`src/rtl/mux_arb_pkg.sv`:
```
// Shared constants and types for the mux select arbiter.
package mux_arb_pkg;

  localparam int N_REQ = 8;
  localparam int SEL_W = 3;

  typedef enum logic {
    IDLE  = 1'b0,
    GRANT = 1'b1
  } arb_state_t;

  typedef logic [SEL_W-1:0] sel_idx_t;

endpackage

```
`src/rtl/mux_sel_arbiter_rr_pick.sv`:
```
// Combinational round-robin pick: first set request bit scanning from ptr
// upward, wrapping modulo N_REQ.
module rr_pick
  import mux_arb_pkg::*;
(
  input  logic [N_REQ-1:0] req,
  input  sel_idx_t         ptr,
  output logic             any,
  output sel_idx_t         idx
);

  // Scan offsets 0..N_REQ-1 from ptr; the first hit wins.
  always_comb begin
    any = 1'b0;
    idx = ptr;
    for (int i = 0; i < N_REQ; i++) begin
      sel_idx_t cand;
      cand = ptr + sel_idx_t'(i);
      if (!any && req[cand]) begin
        any = 1'b1;
        idx = cand;
      end
    end
  end

endmodule

```
`src/rtl/mux_sel_arbiter.sv`:
```
// Round-robin arbiter driving the 3-bit select of the shared 8:1 bit mux.
// Grants one owner at a time, hands over with no dead cycle, and forcibly
// releases an owner after MAX_HOLD consecutive cycles.
//
// Request/release protocol: req[i] is a level; a requester keeps it high for
// as long as it wants the mux. gnt[i] answers one edge later and stays high
// until a release edge. done is a single-cycle level sampled only while a
// grant is active; dropping req[owner] has the same effect as done.
module mux_sel_arbiter
  import mux_arb_pkg::*;
#(
  parameter int MAX_HOLD = 4
) (
  input  logic             clk,
  input  logic             rst,
  input  logic [N_REQ-1:0] req,
  input  logic             done,
  output logic [SEL_W-1:0] sel,
  output logic [N_REQ-1:0] gnt,
  output logic             gnt_valid,
  output logic             timeout,
  output arb_state_t       dbg_state_o
);

  localparam int HC_W = $clog2(MAX_HOLD + 1);

  arb_state_t       state_q, state_d;
  sel_idx_t         ptr_q, ptr_d;
  sel_idx_t         owner_q, owner_d;
  logic [HC_W-1:0]  hold_cnt_q, hold_cnt_d;
  sel_idx_t         sel_q, sel_d;
  logic [N_REQ-1:0] gnt_q, gnt_d;
  logic             gnt_valid_q, gnt_valid_d;
  logic             timeout_q, timeout_d;

  logic             pick_any;
  sel_idx_t         pick_idx;
  sel_idx_t         pick_ptr;
  logic             at_limit;
  logic             release_now;

  // While granting, the search starts just past the owner so the releasing
  // owner ranks last; while idle it starts at the stored pointer.
  assign pick_ptr = (state_q == GRANT) ? sel_idx_t'(owner_q + sel_idx_t'(1)) : ptr_q;

  rr_pick u_pick (
    .req (req),
    .ptr (pick_ptr),
    .any (pick_any),
    .idx (pick_idx)
  );

  assign at_limit    = (hold_cnt_q == HC_W'(MAX_HOLD - 1));
  assign release_now = done || !req[owner_q] || at_limit;

  // State register and all registered outputs; reset clears everything at once.
  always_ff @(posedge clk or posedge rst) begin
    if (rst) begin
      state_q     <= IDLE;
      ptr_q       <= '0;
      owner_q     <= '0;
      hold_cnt_q  <= '0;
      sel_q       <= '0;
      gnt_q       <= '0;
      gnt_valid_q <= 1'b0;
      timeout_q   <= 1'b0;
    end else begin
      state_q     <= state_d;
      ptr_q       <= ptr_d;
      owner_q     <= owner_d;
      hold_cnt_q  <= hold_cnt_d;
      sel_q       <= sel_d;
      gnt_q       <= gnt_d;
      gnt_valid_q <= gnt_valid_d;
      timeout_q   <= timeout_d;
    end
  end

  // Next-state logic: grant from idle, hold/count, or release with handover.
  always_comb begin
    state_d     = state_q;
    ptr_d       = ptr_q;
    owner_d     = owner_q;
    hold_cnt_d  = hold_cnt_q;
    sel_d       = sel_q;
    gnt_d       = gnt_q;
    gnt_valid_d = gnt_valid_q;
    timeout_d   = 1'b0;

    case (state_q)
      IDLE: begin
        if (pick_any) begin
          state_d     = GRANT;
          owner_d     = pick_idx;
          sel_d       = pick_idx;
          gnt_d       = N_REQ'(1) << pick_idx;
          gnt_valid_d = 1'b1;
          hold_cnt_d  = '0;
        end
      end
      GRANT: begin
        if (release_now) begin
          ptr_d     = owner_q + sel_idx_t'(1);
          // Pulse only when the hold limit is the sole reason for release.
          timeout_d = at_limit && !done && req[owner_q];
          if (pick_any) begin
            owner_d     = pick_idx;
            sel_d       = pick_idx;
            gnt_d       = N_REQ'(1) << pick_idx;
            gnt_valid_d = 1'b1;
            hold_cnt_d  = '0;
          end else begin
            // sel keeps its last value so the mux output stays quiet.
            state_d     = IDLE;
            gnt_d       = '0;
            gnt_valid_d = 1'b0;
            hold_cnt_d  = '0;
          end
        end else begin
          hold_cnt_d = hold_cnt_q + HC_W'(1);
        end
      end
      default: begin
        state_d = IDLE;
      end
    endcase
  end

  assign sel         = sel_q;
  assign gnt         = gnt_q;
  assign gnt_valid   = gnt_valid_q;
  assign timeout     = timeout_q;
  assign dbg_state_o = state_q;

endmodule
```
`config.mk`:
```
export PLATFORM = sky130hd
export DESIGN_NAME = mux_sel_arbiter
export DESIGN_NICKNAME = d
export VERILOG_FILES = /design/src/rtl/mux_arb_pkg.sv /design/src/rtl/mux_sel_arbiter_rr_pick.sv /design/src/rtl/mux_sel_arbiter.sv
export SDC_FILE = /design/constraint.sdc
export NUM_CORES = 1
export LEC_CHECK = 0
export ABC_AREA = 1
export CAP_MARGIN = 20
export CORE_MARGIN = 2
export CORE_UTILIZATION = 30
export DETAILED_ROUTE_END_ITERATION = 10
export PLACE_DENSITY = 0.51
export SKIP_CTS_REPAIR_TIMING = 1
export SLEW_MARGIN = 25
export SYNTH_ARGS = -nofsm -noshare
export SYNTH_HDL_FRONTEND = slang
export SYNTH_SLANG_ARGS = --single-unit
```
`constraint.sdc`:
```
create_clock -name clk -period 4.5 [get_ports clk]
set_input_delay 0.9 -clock clk [delete_from_list [all_inputs] [get_ports clk]]
set_output_delay 0.9 -clock clk [all_outputs]
set_load 0.01 [all_outputs]
```
==> impl_metrics.toml <==
[worst_hold_path]
hold_start = "gnt[3]"
hold_end = "gnt[3]"
holdCritPathClass = "reg2reg"
whs_path_depth = 2

[grt]
use_met3 = 0.02096
grt_pass1_vias = 2155
grtUsageMet1 = 0.2265
grt_usage = 0.1597
antenna_found_initial = 0
grt.overflow.total = 0
grt_use_met2 = 0.2525
grt-busiest-layer = "met2"
grt_max_degree = 21
grt_pass1_wl_mm = 10.72

[outcome]
status = "complete, no violations"

[timing]
min_period_ns = 3.193
setup_viol = 0
fmax_ghz = 0.3132
fin_crit_sh = 0.7095
max_slew_margin = 0.4910
rsz0062_at_grt = "no"
worst_pin_slew_ns = 0.7627
tns_ns = 0
drv_slew = 0
hold_viol_final = 0
clock_skew_ns = 0.005374

[critical_path]
crit_slowest_cell = "dfrtp_1"
required_ns = 4.63
reg2regPathDepth = 17
reg2reg_slack_ns = 1.31
endpoint_kind = "flop"
crit_path_max_incr_delay_ns = 0.74
r2r_end = "owner_q[0]"
crit_chain = "inv_8, nand2_2, nand2_4, ha_1, inv_1, nand2_1, nand2_1, nand2_1, nand2_4, nand2_4, nor2_8, nand3_2, nor2_2, nand3_2, o21ai_2, nor2_2, o21bai_1"
startpoint = "dbg_state_o"
worstPathMaxFanout = 15
reg2reg_from = "dbg_state_o"
crit_arrival_ns = 3.32
worst_setup_path_start_kind = "flop"
crit_type = "reg2reg"

[drt]
drtIter0Drc = 113
wl_per_cell_um = 13.46
wirelength_mm = 6.177
num_vias = 2173
antenna_left = 0
vias_per_cell = 4.734
drc = 0
dr.pass1.iters = 4

[logic_synthesis]
ys_warn_count = 0
ys_seq_elements = 20
syn-instance-count = 337
postSynthAreaPerCell_um2 = 6.612
synth_cell_types = 32
syn_nets = 352
netlist_area_mm2 = 0.002228
ys_seq_area_frac = 0.2246

[clocking]
htreeDepth = 1
cts_tree = "done"
cts-root-buf = "clkbuf_8"
cts.path.max_buffers = 2
clkTransAtPathRegs_ns = 0.08
numCtsBuffers = 3
insertion_delay_ns = 0.26
cts_sinks = 20

[placement]
portBuffers = 24
dp.cells = 455
gp_congestion = 0.8873
dp_hpwl_mm = 4.950

[floorplanning]
die_y_um = 90.19
coreArea_mm2 = 0.007214
initial_utilization = 0.3089
rows = 31
ios = 25
dieArea_mm2 = 0.008133
die_w_um = 90.19

[finish]
layout.cells.non_filler = 459
antenna_cells = 0
drive_above_1_share = 0.1694
finalNetCount = 376
syn_to_final_growth_pct = 16.28

[flow_run]
cap_violations = 0
cells by family after synthesis:
logic type,share of synthesized area
compound gates,0.08703
fa+ha+maj,0.02246
buf+inv,0.09040
flops,0.2246
mux,0.005053
simple gates,0.5705
layout by cell type, fill, tap and decap left out, drive strengths merged:
cell type	Yosys	final
o21ai	14	14
a21o	1	1
o21bai	4	4
ha	4	4
mux2	1	1
nor3	1	1
clkdlybuf4s50	0	24
nand2	141	141
nor2	22	22
dfrtp	20	20
clkbuf	0	4
nand3	72	72
nor4	1	1
nand4	3	3
a32o	1	1
inv	36	36
a21oi	10	10
o21a	1	1
final cells by class:
| cell class | count | area, um^2 |
|---|---|---|
| sequential | 20 | 500.5 |
| tap | 99 | 123.9 |
| fill | 815 | 4623 |
| timing repair buffer | 24 | 240.2 |
| multi-input combinational | 276 | 1526 |
| inverter | 36 | 145.1 |
| clock buffer | 4 | 55.05 |
routing by layer:
metal / routed length, um / up-vias
met3: 264 / 8
li1: - / 1146
met2: 2821 / 42
met1: 3007 / 977
met5: 0 / -
met4: 84 / 0
flip-flops by register name, summed over array words and instances (netlist names):
| register | cells |
|---|---|
| ptr_q | 3 |
| timeout | 1 |
| gnt_valid | 1 |
| owner_q | 3 |
| gnt | 8 |
| dbg_state_o | 1 |
| hold_cnt_q | 3 |
worst max-delay path by stage:
stage	to	slack, ns	cells after the start
finish	owner_q[0]	1.31	17
global route	owner_q[0]	0.99	19
CTS	owner_q[0]	1.29	17
detailed placement	owner_q[0]	1.28	16
global placement	owner_q[0]	1.27	14
floorplan	owner_q[0]	1.58	18
cells in the mapped netlist:
cell type  number  share of area
nor2_4          4          0.020
nor3_1          1         0.0022
nand3_1        66           0.15
inv_2           4         0.0067
inv_4           1         0.0028
ha_1            4          0.022
nand4_4         1         0.0095
nand2_8         1         0.0090
o21ai_1         1         0.0022
nand3_2         5          0.022
o21bai_1        4          0.013
o21a_1          1         0.0034
nand4_1         2         0.0056
mux2_2          1         0.0051
nor2_8          2          0.018
buf_6           5          0.025
nand2_4        12          0.061
nor2_2          3         0.0084
nor4_1          1         0.0028
o21ai_2         4          0.016
nor2_1         13          0.022
inv_1          30          0.051
o21ai_0         9          0.020
dfrtp_1        20           0.22
inv_8           1         0.0051
nand2_1       112           0.19
a21oi_2         1         0.0039
a21oi_1         9          0.020
nand3_4         1         0.0079
a21o_1          1         0.0034
a32o_1          1         0.0045
nand2_2        16          0.045
per-stage QoR:
stage               cell area [um^2]  hold slack, ns  utilization  worst slack [ns]
finish                          2591          0.4864       0.3592             1.307
global route                    2591          0.5189       0.3592            0.9859
CTS                             2591          0.4922       0.3592             1.292
detailed placement              2536          0.4637       0.3515             1.284
global placement                2536          0.4813       0.3515             1.266
floorplan                       2228          0.4645            -             1.584
worst max-delay path, delay by kind of cell (launching register included):
family / cells / cell delay (ns)
AOI/OAI and AO/OA: 2 / 0.42
adders and majority gates: 1 / 0.42
buffers and inverters: 2 / 0.28
DFF: 1 / 0.74
and+or+nand+nor: 12 / 1.18
Power is left out: the tool's default activity adds up to more than one toggle a clock period on the data nets, which glitch-free logic cannot reach.
